`src/rtl/vga_sprite_engine.sv`:
```
// vga_sprite_engine: single-sprite overlay for a VGA pixel stream.
// Three-clock pipeline from (hc, vc) to registered 3:3:2 RGB, with a synchronous-read sprite ROM
// and colour-key transparency. Position updates are handshaked and only take effect at the
// vertical-blank apply point, so a frame is never drawn with two positions.
// Optional build macro SPRITE_MIRROR_EN adds a 'mirror' input for horizontally flipped drawing.
module vga_sprite_engine #(
    parameter int unsigned SPR_W     = 32,
    parameter int unsigned SPR_H     = 32,
    parameter int unsigned ADDR_W    = 10,
    parameter int unsigned V_VIS     = 480,
    parameter logic [7:0]  KEY_COLOR = 8'hE3
) (
    input  logic              clk,
    input  logic              clr,
    input  logic              sel,
    input  logic              vidon,
    input  logic [9:0]        hc,
    input  logic [9:0]        vc,
    input  logic [9:0]        pos_x,
    input  logic [9:0]        pos_y,
    input  logic              pos_valid,
    output logic              pos_ready,
`ifdef SPRITE_MIRROR_EN
    input  logic              mirror,
`endif
    input  logic [7:0]        rom_data,
    output logic [ADDR_W-1:0] rom_addr,
    output logic [2:0]        red,
    output logic [2:0]        green,
    output logic [1:0]        blue,
    output logic              sprite_hit
);

    typedef enum logic {StIdle, StPend} state_e;

    state_e      state_q, state_d;
    logic [9:0]  act_x_q, act_x_d, act_y_q, act_y_d;
    logic [9:0]  pend_x_q, pend_x_d, pend_y_q, pend_y_d;
    logic        apply;
    logic        act_mir;

`ifdef SPRITE_MIRROR_EN
    logic        act_mir_q, act_mir_d, pend_mir_q, pend_mir_d;
    assign act_mir = act_mir_q;
`else
    assign act_mir = 1'b0;
`endif

    // Single-cycle apply point: first pixel of the first non-visible line.
    assign apply = (vc == 10'(V_VIS)) && (hc == 10'd0);

    // Position handshake: next-state, pending/active register updates and pos_ready.
    always_comb begin
        state_d   = state_q;
        act_x_d   = act_x_q;
        act_y_d   = act_y_q;
        pend_x_d  = pend_x_q;
        pend_y_d  = pend_y_q;
`ifdef SPRITE_MIRROR_EN
        act_mir_d  = act_mir_q;
        pend_mir_d = pend_mir_q;
`endif
        pos_ready = (state_q == StIdle);
        case (state_q)
            StIdle: begin
                if (pos_valid) begin
                    if (apply) begin
                        // Request lands on the apply cycle itself: no need to wait a frame.
                        act_x_d = pos_x;
                        act_y_d = pos_y;
`ifdef SPRITE_MIRROR_EN
                        act_mir_d = mirror;
`endif
                    end else begin
                        pend_x_d = pos_x;
                        pend_y_d = pos_y;
`ifdef SPRITE_MIRROR_EN
                        pend_mir_d = mirror;
`endif
                        state_d  = StPend;
                    end
                end
            end
            StPend: begin
                if (apply) begin
                    act_x_d = pend_x_q;
                    act_y_d = pend_y_q;
`ifdef SPRITE_MIRROR_EN
                    act_mir_d = pend_mir_q;
`endif
                    state_d = StIdle;
                end
            end
            default: state_d = StIdle;
        endcase
    end

    // Position state register.
    always_ff @(posedge clk or negedge clr) begin
        if (!clr) begin
            state_q  <= StIdle;
            act_x_q  <= '0;
            act_y_q  <= '0;
            pend_x_q <= '0;
            pend_y_q <= '0;
`ifdef SPRITE_MIRROR_EN
            act_mir_q  <= 1'b0;
            pend_mir_q <= 1'b0;
`endif
        end else begin
            state_q  <= state_d;
            act_x_q  <= act_x_d;
            act_y_q  <= act_y_d;
            pend_x_q <= pend_x_d;
            pend_y_q <= pend_y_d;
`ifdef SPRITE_MIRROR_EN
            act_mir_q  <= act_mir_d;
            pend_mir_q <= pend_mir_d;
`endif
        end
    end

    // Stage 0 combinational: sprite window test (11-bit so edges near 1023 do not wrap) and address.
    logic [10:0]       x_end, y_end;
    logic              in_spr;
    logic [9:0]        row_off, col_off, col_term;
    logic [ADDR_W-1:0] addr_calc;

    always_comb begin
        x_end    = {1'b0, act_x_q} + 11'(SPR_W);
        y_end    = {1'b0, act_y_q} + 11'(SPR_H);
        in_spr   = ({1'b0, hc} >= {1'b0, act_x_q}) && ({1'b0, hc} < x_end) &&
                   ({1'b0, vc} >= {1'b0, act_y_q}) && ({1'b0, vc} < y_end);
        row_off  = vc - act_y_q;
        col_off  = hc - act_x_q;
        col_term = act_mir ? (10'(SPR_W - 1) - col_off) : col_off;
        addr_calc = ADDR_W'(row_off) * ADDR_W'(SPR_W) + ADDR_W'(col_term);
    end

    logic [ADDR_W-1:0] rom_addr_q;
    logic              in0_q, vid0_q, in1_q, vid1_q;

    assign rom_addr = rom_addr_q;

    // Pixel pipeline: address/flags, flag delay to meet ROM data, keyed colour output.
    always_ff @(posedge clk or negedge clr) begin
        if (!clr) begin
            rom_addr_q <= '0;
            in0_q      <= 1'b0;
            vid0_q     <= 1'b0;
            in1_q      <= 1'b0;
            vid1_q     <= 1'b0;
            red        <= '0;
            green      <= '0;
            blue       <= '0;
            sprite_hit <= 1'b0;
        end else begin
            // Address only moves inside the sprite; outside it the last value is held.
            if (in_spr) begin
                rom_addr_q <= addr_calc;
            end
            in0_q  <= in_spr;
            vid0_q <= vidon & sel;
            in1_q  <= in0_q;
            vid1_q <= vid0_q;
            if (vid1_q && in1_q && (rom_data != KEY_COLOR)) begin
                {red, green, blue} <= rom_data;
                sprite_hit         <= 1'b1;
            end else begin
                {red, green, blue} <= 8'h00;
                sprite_hit         <= 1'b0;
            end
        end
    end

endmodule

```
`config.mk`:
```
export PLATFORM = sky130hd
export DESIGN_NAME = vga_sprite_engine
export DESIGN_NICKNAME = d
export VERILOG_FILES = /design/src/rtl/vga_sprite_engine.sv
export SDC_FILE = /design/constraint.sdc
export NUM_CORES = 1
export LEC_CHECK = 0
export ABC_AREA = 0
export CAP_MARGIN = 30
export CORE_MARGIN = 3
export CORE_UTILIZATION = 55
export CTS_BUF_LIST = sky130_fd_sc_hd__clkbuf_4
export DETAILED_ROUTE_END_ITERATION = 10
export GPL_TIMING_DRIVEN = 0
export PLACE_DENSITY_LB_ADDON = 0.2
export SLEW_MARGIN = 0
export SYNTH_ARGS = -nofsm -noshare
export SYNTH_HDL_FRONTEND = slang
export SYNTH_SLANG_ARGS = --single-unit
```
`constraint.sdc`:
```
create_clock -name clk -period 3.09 [get_ports clk]
set_input_delay 0.309 -clock clk [delete_from_list [all_inputs] [get_ports clk]]
set_output_delay 0.309 -clock clk [all_outputs]
set_load 0.03 [all_outputs]
```
Word level (Yosys, flattened, before mapping):

Cells that the tools add are included.

* register bits: 64
* memory bits (writable): 0
* word-level logic and storage cells: 55
* latch bits: 0
* memory bits (read-only): 0
* memories: 0
* input bits: 53

* multiplexer cells: 15
* add/sub/neg operators: 5
* equality and inequality tests: 5
* bitwise logic cells: 3
* multiply operators: 0
* div/mod/pow operators: 0
* $lt $le $gt $ge: 4
* shifts and indexed selects: 0
* reduce and logical (&&, ||, !) cells: 9

Operator list (number)
* 10-bit two-way mux: 6
* 10-bit case mux with 2 select lines: 2
* 10-bit by 6-bit adder with 11-bit output, second input constant: 2
* 10-bit by 11-bit less-than comparator with 1-bit output: 2
* 10-bit >= comparator: 2
* 10-bit adder: 1
* 10-bit by 9-bit == test with 1-bit output, second input constant: 1
* 10-bit zero test: 1
* 10-bit subtractor: 1
* 8-bit != test, second input constant: 1
* 1-bit logical AND: 6
* 3-bit two-way mux: 2
* 3-bit AND reduction: 2
* 5-bit subtractor: 1
* 2-bit by 1-bit != test with 1-bit output, second input constant: 2
* 1-bit two-way mux: 3
* 2-bit two-way mux: 1
* 2-bit != test, second input constant: 1
* 1-bit inverter: 2
* 1-bit case mux with 2 select lines: 1
* 1-bit bitwise AND: 1

Depth between registers and ports, before layout:

* depth after elaboration: 5
* mapped depth: 13

Worst setup path after synthesis:

Ideal clock, no wire load.

* path type: input port to flip-flop
* start point: input vc[0]
* end point: register rom_addr_q[9] (netlist: rom_addr[9])
* arrival: 2.737 ns
* required time: 2.965 ns
* stages: 13
* setup slack: 0.228 ns
* path buffers: 0
* setup time: 0.125 ns
* cells stage by stage: inv_1 > ha_1 > inv_1 > fa_1 > xnor2_1 > fa_1 > inv_1 > ha_1 > or2_2 > a21oi_1 > a21oi_1 > xnor2_1 > mux2_4

* word-level cells in the longest chain between the ends: 3
* elaborated cells between the ends (all ways): 6

RTL lines
* start: declaration: line 18 `input logic [9:0] vc,`
* parallel branches: the longest is 3 deep, another holds 10-bit adder
* end signal: assignment: line 160 `rom_addr_q <= addr_calc;`
* end: declaration: line 140 `logic [ADDR_W-1:0] rom_addr_q;`

Several ways; the timed one is not identified.
A chain may end at the register's enable or synchronous reset.

Worst setup path after layout:

Same ends and word-level chain as after synthesis.

==> flow_summary.toml <==
[status]
status = "completed"

[pwr]
p_leak_nw = 2.43
power_per_cell_area_nw_per_um2 = 412
vdd_drop_max_uv = 276

[final_layout]
finish.instance_area_sq_um = 5010
mostFrequentLayoutCell = "clkdlybuf4s50_1"
drive_gt1_frac = 0.129
finish.utilization = 0.721
final_nets = 564
area_growth_pct = 24.7
mostFrequentLayoutCells = "clkdlybuf4s50_1, dfrtp_1, inv_1, ha_1, nor2_1"
antenna_cells = 0

[logic_synthesis]
synthMuxAreaShare = 0.139
synth-simple-area-share = 0.105
yosys_warnings = 0
ys_seq_elements = 64
synth_top_family_by_area = "adder cells"
synth_area_per_cell_sq_um = 10.7
yosysTopAreaCell = "dfrtp_1"
synth_edf_count = 0
syn_inst = 375
syn_area_sq_um = 4010
async_reset_ff_frac = 1.00
synth_fa_ha_area_frac = 0.175
synth_compound_area_frac = 0.0904
synth_ff_type = "dfrtp_1"
synth.top_cell.area_share = 0.399
seq_area_frac_synth = 0.399
synth-xor-area-share = 0.0371
synth.area.top_cells = "dfrtp_1, ha_1, mux2_2"
syn_nets = 478
synth_cell_types = 51

[worst_setup_path]
worstReg2RegStart = "act_y_q[0]"
cp_max_fo = 2
regToRegSetupSlack_ns = 0.13
crit_type = "in -> reg"
crit_slowest_cell = "fa_1"
worst_path_most_repeated_cell = "inv_1"
path_buf_inv = 4
cp-end-kind = "flip-flop"
path_cells = "clkdlybuf4s50_1 -> inv_1 -> ha_2 -> inv_1 -> fa_2 -> xnor2_2 -> fa_1 -> inv_1 -> ha_4 -> or2_2 -> a21oi_2 -> a21oi_1 -> xnor2_1 -> mux2_4"
required_ns = 3.39
r2r-end = "rom_addr[9]"
max_stage_delay_ns = 0.50
path_delay_family = "adder cells"
arrival_ns = 3.28
cp-start-kind = "primary input"
reg2reg_depth = 12

[routing]
vias = 3054
drtAntennaViolNets = 0
wl_um = 8240
post-route-drc-count = 0
first_pass_iters = 4
wl_per_cell_um = 14.7
via_per_inst = 5.44
drt-initial-drc-count = 146

[job]
drv_cap = 0

[clocking]
clk_latency_ns = 0.42
cts_buffers = 9
clk_pin_slew_worst_paths_ns = 0.11
clock-root-buffer = "clkbuf_4"
clock_sinks = 64
tritoncts = "done"
cts-htree-levels = 3
cts_buffer_depth = 2

[placed_design]
hpwl_um = 6550
port_buffers = 72
placed_area_sq_um = 4850
place_congestion = 0.884

[global_route]
grt_pass1_wl_um = 14200
antenna_found_initial = 0
grt_usage = 0.213
grt_start_max_net_pins = 65
grt_pass1_vias = 3238
overflow = 0

[die]
io_pins = 73
die_w_um = 91.4
start_util = 0.578
dieArea_sq_um = 8360
core_sq_um = 6940
dieHeight_um = 91.4
rows = 30

[timing]
timing.hold.ws_ns = 0.354
tightest_slew_ns = 0.778
max_clock_freq_ghz = 0.336
fin_crit_ns = 2.97
min_period_over_period = 0.962
hold_viol = 0
fin_skew_ns = 0.0166
finalMaxSlewViolations = 0
relSlewSlack = 0.481
setup_viol = 0
final.setup.tns_ns = 0

[min_path]
holdPathEnd = "in1_q"
hold_start = "in0_q"
min_path_cells = 0
hold_class = "reg -> reg"
## stage by stage
stage                     setup slack [ns]  total power, mW  cells
after global routing              -0.00713             2.18    561
after global placement              -0.361             1.60    543
after floorplan                      0.228             1.35    375
after CTS                           0.0377             2.08    559
after detailed placement            -0.405             1.62    543
final                                0.117             2.06    561
## state kept, by name, indices dropped and copies added, names as in the netlist
register and cells:
act_x_q 10, act_y_q 10, pend_x_q 10, pend_y_q 10, rom_addr 10, green 3
red 3, blue 2, in0_q 1, in1_q 1, sprite_hit 1, state_q 1
vid0_q 1, vid1_q 1
## metal layers
metal | vias up | global-route usage | share of wire
met4 | 0 | 0.0691 | 0.017
met1 | 1483 | 0.239 | 0.42
met3 | 13 | 0.0696 | 0.056
met5 | - | 0 | 0
met2 | 89 | 0.377 | 0.51
li1 | 1469 | - | -
## timing repair
item,CTS,global route
hold endpoints to repair,48,0
hold buffers,1,0
resized for setup,0,5
endpoints found under the setup margin,0,2
buffers inserted,0,2
## cell families (layout without fill, tap and decap cells)
| family | count (synthesis) | after routing |
|---|---|---|
| compound gates | 58 | 58 |
| simple gates | 81 | 81 |
| flops | 64 | 64 |
| buf+inv | 55 | 145 |
| xor+xnor | 17 | 17 |
| fa+ha+maj | 50 | 50 |
| mux | 50 | 50 |
## power breakdown
| group | internal, mW | total, mW | switching (mW) |
|---|---|---|---|
| registers | 0.921 | 0.964 | 0.0427 |
| logic | 0.331 | 0.639 | 0.308 |
| clock network | 0.162 | 0.458 | 0.296 |
## worst max path at each step
stage	startpoint	to	slack (ns)	cells after the start
after global placement	clr	pend_x_q[1]	-0.36	1
final	vc[0]	rom_addr[9]	0.12	14
after global routing	act_y_q[0]	rom_addr[9]	-0.007	12
after floorplan	vc[0]	rom_addr[9]	0.23	13
after CTS	act_y_q[0]	rom_addr[9]	0.04	12
after detailed placement	vc[0]	rom_addr[9]	-0.40	14
## area by class of cell
class / instances / area, sq um
buffer: 10 / 52.6
clock buffer: 10 / 75.1
clock inverter: 5 / 25.0
fill: 508 / 1940
inverter: 45 / 169
multi-input combinational: 256 / 2220
sequential: 64 / 1600
tap: 96 / 120
timing repair buffer: 75 / 743
## Yosys cell counts, drive strengths merged (2+ instances only)
cell type	instances
ha	40
or3	3
a31oi	2
mux2	27
nand3	10
xnor2	15
nor4	3
a21oi	31
nand2	7
nor2b	2
xor2	2
o211ai	2
nor2	35
o21ai	5
nand4	3
dfrtp	64
and3	4
and2	6
fa	10
o311ai	2
a41oi	2
and4b	2
inv	45
o21a	2
mux2i	23
buf	8
clkbuf	2
No activity file was read; power rests on OpenSTA's default activity.
